File: config.mk
export PLATFORM = sky130hd
export DESIGN_NAME = key_debounce
export DESIGN_NICKNAME = d
export VERILOG_FILES = /design/src/rtl/key_debounce.sv
export SDC_FILE = /design/constraint.sdc
export NUM_CORES = 1
export LEC_CHECK = 0
export ABC_AREA = 1
export CAP_MARGIN = 20
export CORE_MARGIN = 4
export CORE_UTILIZATION = 55
export DETAILED_ROUTE_END_ITERATION = 12
export DONT_BUFFER_PORTS = 1
export MAX_ROUTING_LAYER = met4
export PLACE_DENSITY = 0.69
export REMOVE_ABC_BUFFERS = 1
export SYNTH_ARGS = -nofsm -noshare
export SYNTH_HDL_FRONTEND = slang
export SYNTH_SLANG_ARGS = --single-unit
export TNS_END_PERCENT = 10
File: constraint.sdc
create_clock -name clk -period 3.02 [get_ports clk]
set_input_delay 0.302 -clock clk [delete_from_list [all_inputs] [get_ports clk]]
set_output_delay 0.302 -clock clk [all_outputs]
set_load 0.01 [all_outputs]
File: src/rtl/key_debounce.sv
// key_debounce: 2-flop synchroniser and per-key debounce with press/release strobes.
// Optional auto-repeat of key_press while a key is held, enabled by the KEY_REPEAT_EN macro.
module key_debounce #(
  parameter int KEY_W           = 4,
  parameter int DEBOUNCE_CYCLES = 1000000,
  parameter int REPEAT_DELAY    = 25000000,
  parameter int REPEAT_PERIOD   = 5000000
) (
  input  logic             clk,
  input  logic             rst,
  input  logic [KEY_W-1:0] keyin,
  output logic [KEY_W-1:0] key_level,
  output logic [KEY_W-1:0] key_press,
  output logic [KEY_W-1:0] key_release,
  output logic             key_any
);

  localparam int CW = (DEBOUNCE_CYCLES > 2) ? $clog2(DEBOUNCE_CYCLES) : 1;
  localparam logic [CW-1:0] CNT_MAX = CW'(DEBOUNCE_CYCLES - 1);

  if (DEBOUNCE_CYCLES < 2 || REPEAT_DELAY < 1 || REPEAT_PERIOD < 1) begin : g_bad_param
    $error("key_debounce: illegal parameter value");
  end

  logic [KEY_W-1:0] s1_r;
  logic [KEY_W-1:0] s2_r;
  logic [CW-1:0]    cnt_r     [KEY_W];
  logic [CW-1:0]    cnt_nxt_s [KEY_W];
  logic [KEY_W-1:0] accept_s;
  logic [KEY_W-1:0] rep_hit_s;

  // two-flop synchroniser for the asynchronous key inputs
  always_ff @(posedge clk or negedge rst) begin
    if (!rst) begin
      s1_r <= '0;
      s2_r <= '0;
    end else begin
      s1_r <= keyin;
      s2_r <= s1_r;
    end
  end

  // debounce counter next state; accept when a differing level survives the full count
  always_comb begin
    cnt_nxt_s = '{default: '0};
    accept_s  = '0;
    for (int i = 0; i < KEY_W; i++) begin
      if (s2_r[i] == key_level[i]) begin
        cnt_nxt_s[i] = '0;
      end else if (cnt_r[i] == CNT_MAX) begin
        cnt_nxt_s[i] = '0;
        accept_s[i]  = 1'b1;
      end else begin
        cnt_nxt_s[i] = cnt_r[i] + CW'(1);
      end
    end
  end

  // debounce state, accepted level and one-cycle strobes
  always_ff @(posedge clk or negedge rst) begin
    if (!rst) begin
      for (int i = 0; i < KEY_W; i++) begin
        cnt_r[i] <= '0;
      end
      key_level   <= '0;
      key_press   <= '0;
      key_release <= '0;
    end else begin
      for (int i = 0; i < KEY_W; i++) begin
        cnt_r[i] <= cnt_nxt_s[i];
      end
      key_level   <= (key_level & ~accept_s) | (s2_r & accept_s);
      key_press   <= (accept_s & s2_r) | rep_hit_s;
      key_release <= accept_s & ~s2_r;
    end
  end

  assign key_any = |key_level;

`ifdef KEY_REPEAT_EN
  localparam logic [0:0] ST_IDLE = 1'b0;
  localparam logic [0:0] ST_HOLD = 1'b1;
  localparam int RMAX = (REPEAT_DELAY > REPEAT_PERIOD) ? REPEAT_DELAY : REPEAT_PERIOD;
  localparam int RW   = (RMAX > 1) ? $clog2(RMAX) : 1;
  localparam logic [RW-1:0] RDLY_MAX = RW'(REPEAT_DELAY - 1);
  localparam logic [RW-1:0] RPER_MAX = RW'(REPEAT_PERIOD - 1);

  logic [0:0]       st_r   [KEY_W];
  logic [RW-1:0]    rcnt_r [KEY_W];
  logic [KEY_W-1:0] first_r;

  // repeat hit; a release accepted on the same edge suppresses it
  always_comb begin
    rep_hit_s = '0;
    for (int i = 0; i < KEY_W; i++) begin
      if (st_r[i] == ST_HOLD && !accept_s[i]) begin
        rep_hit_s[i] = first_r[i] ? (rcnt_r[i] == RDLY_MAX) : (rcnt_r[i] == RPER_MAX);
      end else begin
        rep_hit_s[i] = 1'b0;
      end
    end
  end

  // per-key IDLE/HOLD state machine with repeat interval counter
  always_ff @(posedge clk or negedge rst) begin
    if (!rst) begin
      for (int i = 0; i < KEY_W; i++) begin
        st_r[i]   <= ST_IDLE;
        rcnt_r[i] <= '0;
      end
      first_r <= '0;
    end else begin
      for (int i = 0; i < KEY_W; i++) begin
        case (st_r[i])
          ST_IDLE: begin
            if (accept_s[i] && s2_r[i]) begin
              st_r[i]    <= ST_HOLD;
              rcnt_r[i]  <= '0;
              first_r[i] <= 1'b1;
            end
          end
          ST_HOLD: begin
            if (accept_s[i]) begin
              st_r[i]   <= ST_IDLE;
              rcnt_r[i] <= '0;
            end else if (rep_hit_s[i]) begin
              rcnt_r[i]  <= '0;
              first_r[i] <= 1'b0;
            end else begin
              rcnt_r[i] <= rcnt_r[i] + RW'(1);
            end
          end
          default: begin
            st_r[i]   <= ST_IDLE;
            rcnt_r[i] <= '0;
          end
        endcase
      end
    end
  end
`else
  assign rep_hit_s = '0;
`endif

endmodule

==> impl_metrics.yaml, run 1 <==
pwr:
  p_switching_w: 0.000575
  power_leakage_nw: 2.35
  power_density_nw_per_um2: 403
  vdd_ir_drop_max_mv: 0.350
  seq_power_share: 0.604
  sw_frac_of_total: 0.253
  p_int_w: 0.00170
  combPwrFrac: 0.042
  p_clk_frac: 0.354
synthesis:
  netlist_area_um2: 5230
  yosysSeqAreaShare: 0.478
  ys_seq_elements: 100
  syn_area_per_cell_um2: 8.25
  synth-warning-count: 0
  synth-compound-area-share: 0.0210
  synth-edff-count: 0
  synthAdderAreaFrac: 0.00957
  synthSimpleGateAreaFrac: 0.377
  synthMuxAreaShare: 0
  synthCells: 634
  ys_types: 32
  synth_ff_type: "dfrtp_1"
  async_reset_ff_frac: 1.00
  synth_top_family_by_area: "simple AND/OR/NAND/NOR gates"
  synthXorXnorAreaFrac: 0.0720
route:
  drc: 0
  postRouteAntennaNets: 0
  vias_per_cell: 5.17
  drt_iter0_markers: 215
  wl_per_cell_um: 13.3
  drtPass1Iterations: 5
  routed_wl_um: 10400
  vias: 4048
floorplanning:
  rows: 35
  fp.dieArea_um2: 11100
  initial_utilization: 0.566
  die_w_um: 106
  io_pins: 19
  die_y_um: 106
  core_um2: 9240
timing:
  setup_viol: 0
  finalMaxSlewViolations: 0
  slew_headroom: 0.682
  worst_pin_slew_ns: 0.475
  finalSetupTns_ns: 0
  clock_skew_ns: 0.0191
  final.period_utilization: 0.601
  grt_setup_unrepaired: "no"
  hold_ws_ns: 0.360
  fmax_mhz: 551
  fin_crit_ns: 1.82
  hold_viol_final: 0
final_layout:
  layout_common_cells: "nor2_1 (168), dfrtp_1 (100), nand2_1 (96)"
  diodes: 0
  finalNetCount: 659
  area_growth_pct: 7.89
  final_layout_size_suffix_gt1_frac: 0.115
  final_common_cell: "nor2_1"
setup_path:
  max_stage_delay_ns: 0.40
  cp_slowest_cell: "dfrtp_1"
  cp_max_fo: 11
  crit_required_ns: 3.27
  cp-start-kind: "flop"
  timing_worst_setup_path_type: "flop to flop"
  cp_data_arrival_time_ns: 2.07
  path_cells: "ha_1 -> nand3_2 -> nor2_4 -> nand3_1 -> nand2_1 -> nor2_1"
  cp-end-kind: "flop"
clocking:
  clockBufferDepth: 2
  clock_latency_ns: 0.38
  cts_buffers: 9
  cts.sinks: 100
  cts_tree: "yes"
  h-tree-depth: 3
  clkTransAtPathRegs_ns: 0.10
  cts_root_buf: "clkbuf_8"
global_route:
  antenna_found_initial: 0
  grt_usage: 0.210
  grt_pass1_wl_um: 18300
  use_met1: 0.273
  top_usage_layer: "met2"
  grt_start_max_net_pins: 101
  grt_util_met3: 0.0594
  grt_use_met2: 0.326
  overflow: 0
  grt_pass1_vias: 3882
placement:
  gp_congestion: 0.946
  port_buffers: 0
  dp_hpwl_um: 7580
hold_path:
  hp-class: "flop to flop"
flow_run:
  max-cap-violations: 0
status:
  outcome: "complete, no violations"
metrics by stage:
stage	worst slack, ns	power [W]	cell area, µm²	utilization	std cells
after floorplan	1.47	0.00144	5210	-	630
after global placement	1.31	0.00146	5380	0.583	761
after detailed placement	1.19	0.00146	5380	0.583	761
after CTS	1.18	0.00231	5640	0.611	783
after global routing	1.06	0.00239	5640	0.611	783
final	1.20	0.00227	5640	0.611	783
synth_stat cells (10+ instances only):
library cell  number  area (µm²)
nand4_1           10        62.6
nor3_1            13        65.1
nand2_2           12        75.1
dfrtp_1          100        2500
nand2_1           96         360
nor2_1           168         631
nand3_1           67         335
xor2_1            26         228
inv_1             48         180
nor2_2            12        75.1
xnor2_1           17         149
power groups by stage:
stage / Sequential (W) / Clock [W] / Combinational, W
final: 0.00137 / 0.000805 / 0.0000964
after global routing: 0.00138 / 0.000901 / 0.000115
after CTS: 0.00137 / 0.000840 / 0.000100
after detailed placement: 0.00140 / 0 / 0.0000639
after global placement: 0.00140 / 0 / 0.0000617
after floorplan: 0.00140 / 0 / 0.0000488
path summary, 6_finish.rpt:
path | from | end | slack (ns) | cells past startpoint
worst max-delay path | cnt_r[0]$_DFF_PN0_ | cnt_r[6]$_DFF_PN0_ | 1.20 | 6
worst min-delay path | s1_r[2]$_DFF_PN0_ | s2_r[2]$_DFF_PN0_ | 0.36 | 0
worst max register to register | cnt_r[0]$_DFF_PN0_ | cnt_r[6]$_DFF_PN0_ | 1.20 | 6
worst min register to register | s1_r[2]$_DFF_PN0_ | s2_r[2]$_DFF_PN0_ | 0.36 | 0
max in group asynchronous | rst | cnt_r[79]$_DFF_PN0_ | 2.13 | 2
min in group asynchronous | rst | cnt_r[36]$_DFF_PN0_ | 0.53 | 2
flip-flops by register name, summed over array words and instances, names as in the netlist, named ones only:
register	flops
cnt_r	80
key_press	4
key_release	4
s1_r	4
s2_r	4
worst max-delay path, delay by kind of cell (launching register included):
family	cells	cell delay [ns]
fa+ha+maj	1	0.22
simple gates	5	1.08
flops	1	0.40
metal layers:
layer	wire length (µm)	up-vias
met1	4740	1913
met4	137	0
met2	5070	76
met3	457	13
met5	0	-
li1	-	2046
layout make-up:
| cell class | instances | area, µm² |
|---|---|---|
| clock inverter | 7 | 60.1 |
| multi-input combinational | 478 | 2510 |
| tap | 129 | 161 |
| fill | 817 | 3600 |
| clock buffer | 9 | 124 |
| sequential | 100 | 2500 |
| timing repair buffer | 8 | 92.6 |
| inverter | 52 | 195 |
logic make-up after synthesis:
logic type / after synthesis
and+or+nand+nor: 410
xor gates and xnor gates: 43
buffers and inverters: 56
AOI/OAI and AO/OA: 21
adders and majority gates: 4
DFF: 100
repair_timing:
action	4_1_cts	5_1_grt
endpoints found under the hold margin	104	0
hold buffers	6	0
setup endpoints to repair	0	0
gates resized for setup	0	0
buffers inserted	0	0
Note: power is estimated with default switching activity, not from simulation.
==> run 2, diff against run 1 <==
- PLACE_DENSITY: 0.69 -> 0.72
- clock period: 3.02 -> 1.55 ns (I/O delays scaled with it)
==> run 2 against run 1 <==
Net effect:
- sequential cell count is the same
- the run now ends with negative hold slack left
- worst setup slack got worse by 1.1 ns
- cell count up 0.51%
- clock power up 110%
- worst hold slack got worse by 0.88 ns
- combinational power rose by 40%
==> impl_metrics.yaml, run 2 (same netlist as run 1, synthesis figures left out) <==
route:
  drt_iter0_markers: 193
  wl_per_cell_um: 12.8
  postRouteAntennaNets: 0
  routed_wl_um: 10100
  drtPass1Iterations: 4
  drc: 0
  vias: 4072
  vias_per_cell: 5.17
timing:
  clock_skew_ns: 0.0118
  grt_setup_unrepaired: "yes"
  fin_crit_ns: 1.44
  hold_ws_ns: -0.518
  slew_headroom: 0.786
  setup_ws_ns: 0.110
  hold_viol_final: 100
  worst_pin_slew_ns: 0.318
  finalMaxSlewViolations: 0
  fmax_mhz: 694
  final.period_utilization: 0.929
  setup_viol: 0
final_layout:
  largest_register_ffs: 80
  fin_cells: 787
  finalNetCount: 664
  area_growth_pct: 8.85
  largest_register: "cnt_r"
  layout_common_cells: "nor2_1 (166), dfrtp_1 (100), nand2_1 (94)"
  nFillCells: 811
  diodes: 0
  final_layout_size_suffix_gt1_frac: 0.132
  final_common_cell: "nor2_1"
floorplanning:
  initial_utilization: 0.566
  rows: 35
  die_y_um: 106
  fp.dieArea_um2: 11100
  io_pins: 19
  core_um2: 9240
  die_w_um: 106
global_route:
  grt_pass1_vias: 3863
  grt_start_max_net_pins: 101
  overflow: 0
  antenna_found_initial: 0
  grt_pass1_wl_um: 17800
  grt_usage: 0.203
clocking:
  cts_root_buf: "clkbuf_8"
  clock_latency_ns: 0.36
  post_cts_buffers: 0
  cts_tree: "yes"
  clkTransAtPathRegs_ns: 0.09
  postCtsHoldBufs: 4
  cts_buffers: 9
  h-tree-depth: 3
  clockBufferDepth: 2
  cts.sinks: 100
placement:
  gp_congestion: 0.922
  dp_hpwl_um: 7470
  port_buffers: 0
  dp_cells: 768
  pre_cts_ws_ns: 0.0614
pwr:
  vdd_ir_drop_max_mv: 0.730
  finalPower_w: 0.00448
  power_leakage_nw: 2.36
  power_density_nw_per_um2: 787
setup_path:
  cp_data_arrival_time_ns: 1.69
  cp-start-kind: "flop"
  crit_required_ns: 1.80
  cp-end-kind: "flop"
  timing_worst_setup_path_type: "flop to flop"
  cp_max_fo: 11
status:
  outcome: "finished, violations left"
  failed_checks: "negative hold slack"
hold_path:
  hp-class: "input port to asynchronous set/reset pin"
flow_run:
  max-cap-violations: 0
## run 2: stage by stage
| stage | area (µm²) | TNS (ns) | util |
|---|---|---|---|
| 5_1_grt | 5690 | -0.404 | 0.616 |
| 2_1_floorplan | 5210 | -0.00355 | - |
| 3_5_place_dp | 5440 | 0 | 0.588 |
| 3_3_place_gp | 5440 | 0 | 0.588 |
| 6_report | 5690 | 0 | 0.616 |
| 4_1_cts | 5670 | 0 | 0.614 |
## run 2: power by group
| group | leakage (nW) | internal [W] | switching, W |
|---|---|---|---|
| combinational | 0.900 | 0.0000538 | 0.0000809 |
| clock | 0.0910 | 0.000787 | 0.000887 |
| sequential | 1.37 | 0.00264 | 0.0000317 |
## run 2: timing repair
item,CTS,global route
resized for setup,0,7
endpoints found under the setup margin,0,26
endpoints found under the hold margin,104,100
## run 2: per-layer routing
layer,track usage,part of all wire,up-vias
li1,-,-,2052
met1,0.274,0.47,1920
met2,0.303,0.46,87
met3,0.0478,0.050,13
met4,0.0694,0.017,0
met5,-,0,-
## run 2: worst paths after layout
path / slack [ns] / from / endpoint / cells after the start
worst max-delay path: 0.11 / cnt_r[60]$_DFF_PN0_ / cnt_r[78]$_DFF_PN0_ / 6
worst min-delay path: -0.52 / rst / cnt_r[45]$_DFF_PN0_ / 0
worst max register to register: 0.11 / cnt_r[60]$_DFF_PN0_ / cnt_r[78]$_DFF_PN0_ / 6
worst min register to register: 0.36 / s1_r[2]$_DFF_PN0_ / s2_r[2]$_DFF_PN0_ / 0
max in group asynchronous: 1.92 / rst / cnt_r[53]$_DFF_PN0_ / 0
min in group clk: 0.34 / keyin[3] / s1_r[3]$_DFF_PN0_ / 1
## run 2: final cells by class
class / count / area (µm²) / area share
Clock buffer: 10 / 138 / 0.0242
Clock inverter: 5 / 61.3 / 0.0108
Inverter: 52 / 195 / 0.0343
Multi-Input combinational cell: 478 / 2530 / 0.444
Sequential cell: 100 / 2500 / 0.439
Tap cell: 129 / 161 / 0.0283
Timing Repair Buffer: 13 / 108 / 0.0189
## run 2: critical path: stages, from the launching register on
cell and delay, ns:
dfrtp_1 0.38, ha_1 0.21, nand3_2 0.12, nor2_2 0.17, nand3_4 0.14, nand2_2 0.23
nor2_1 0.08
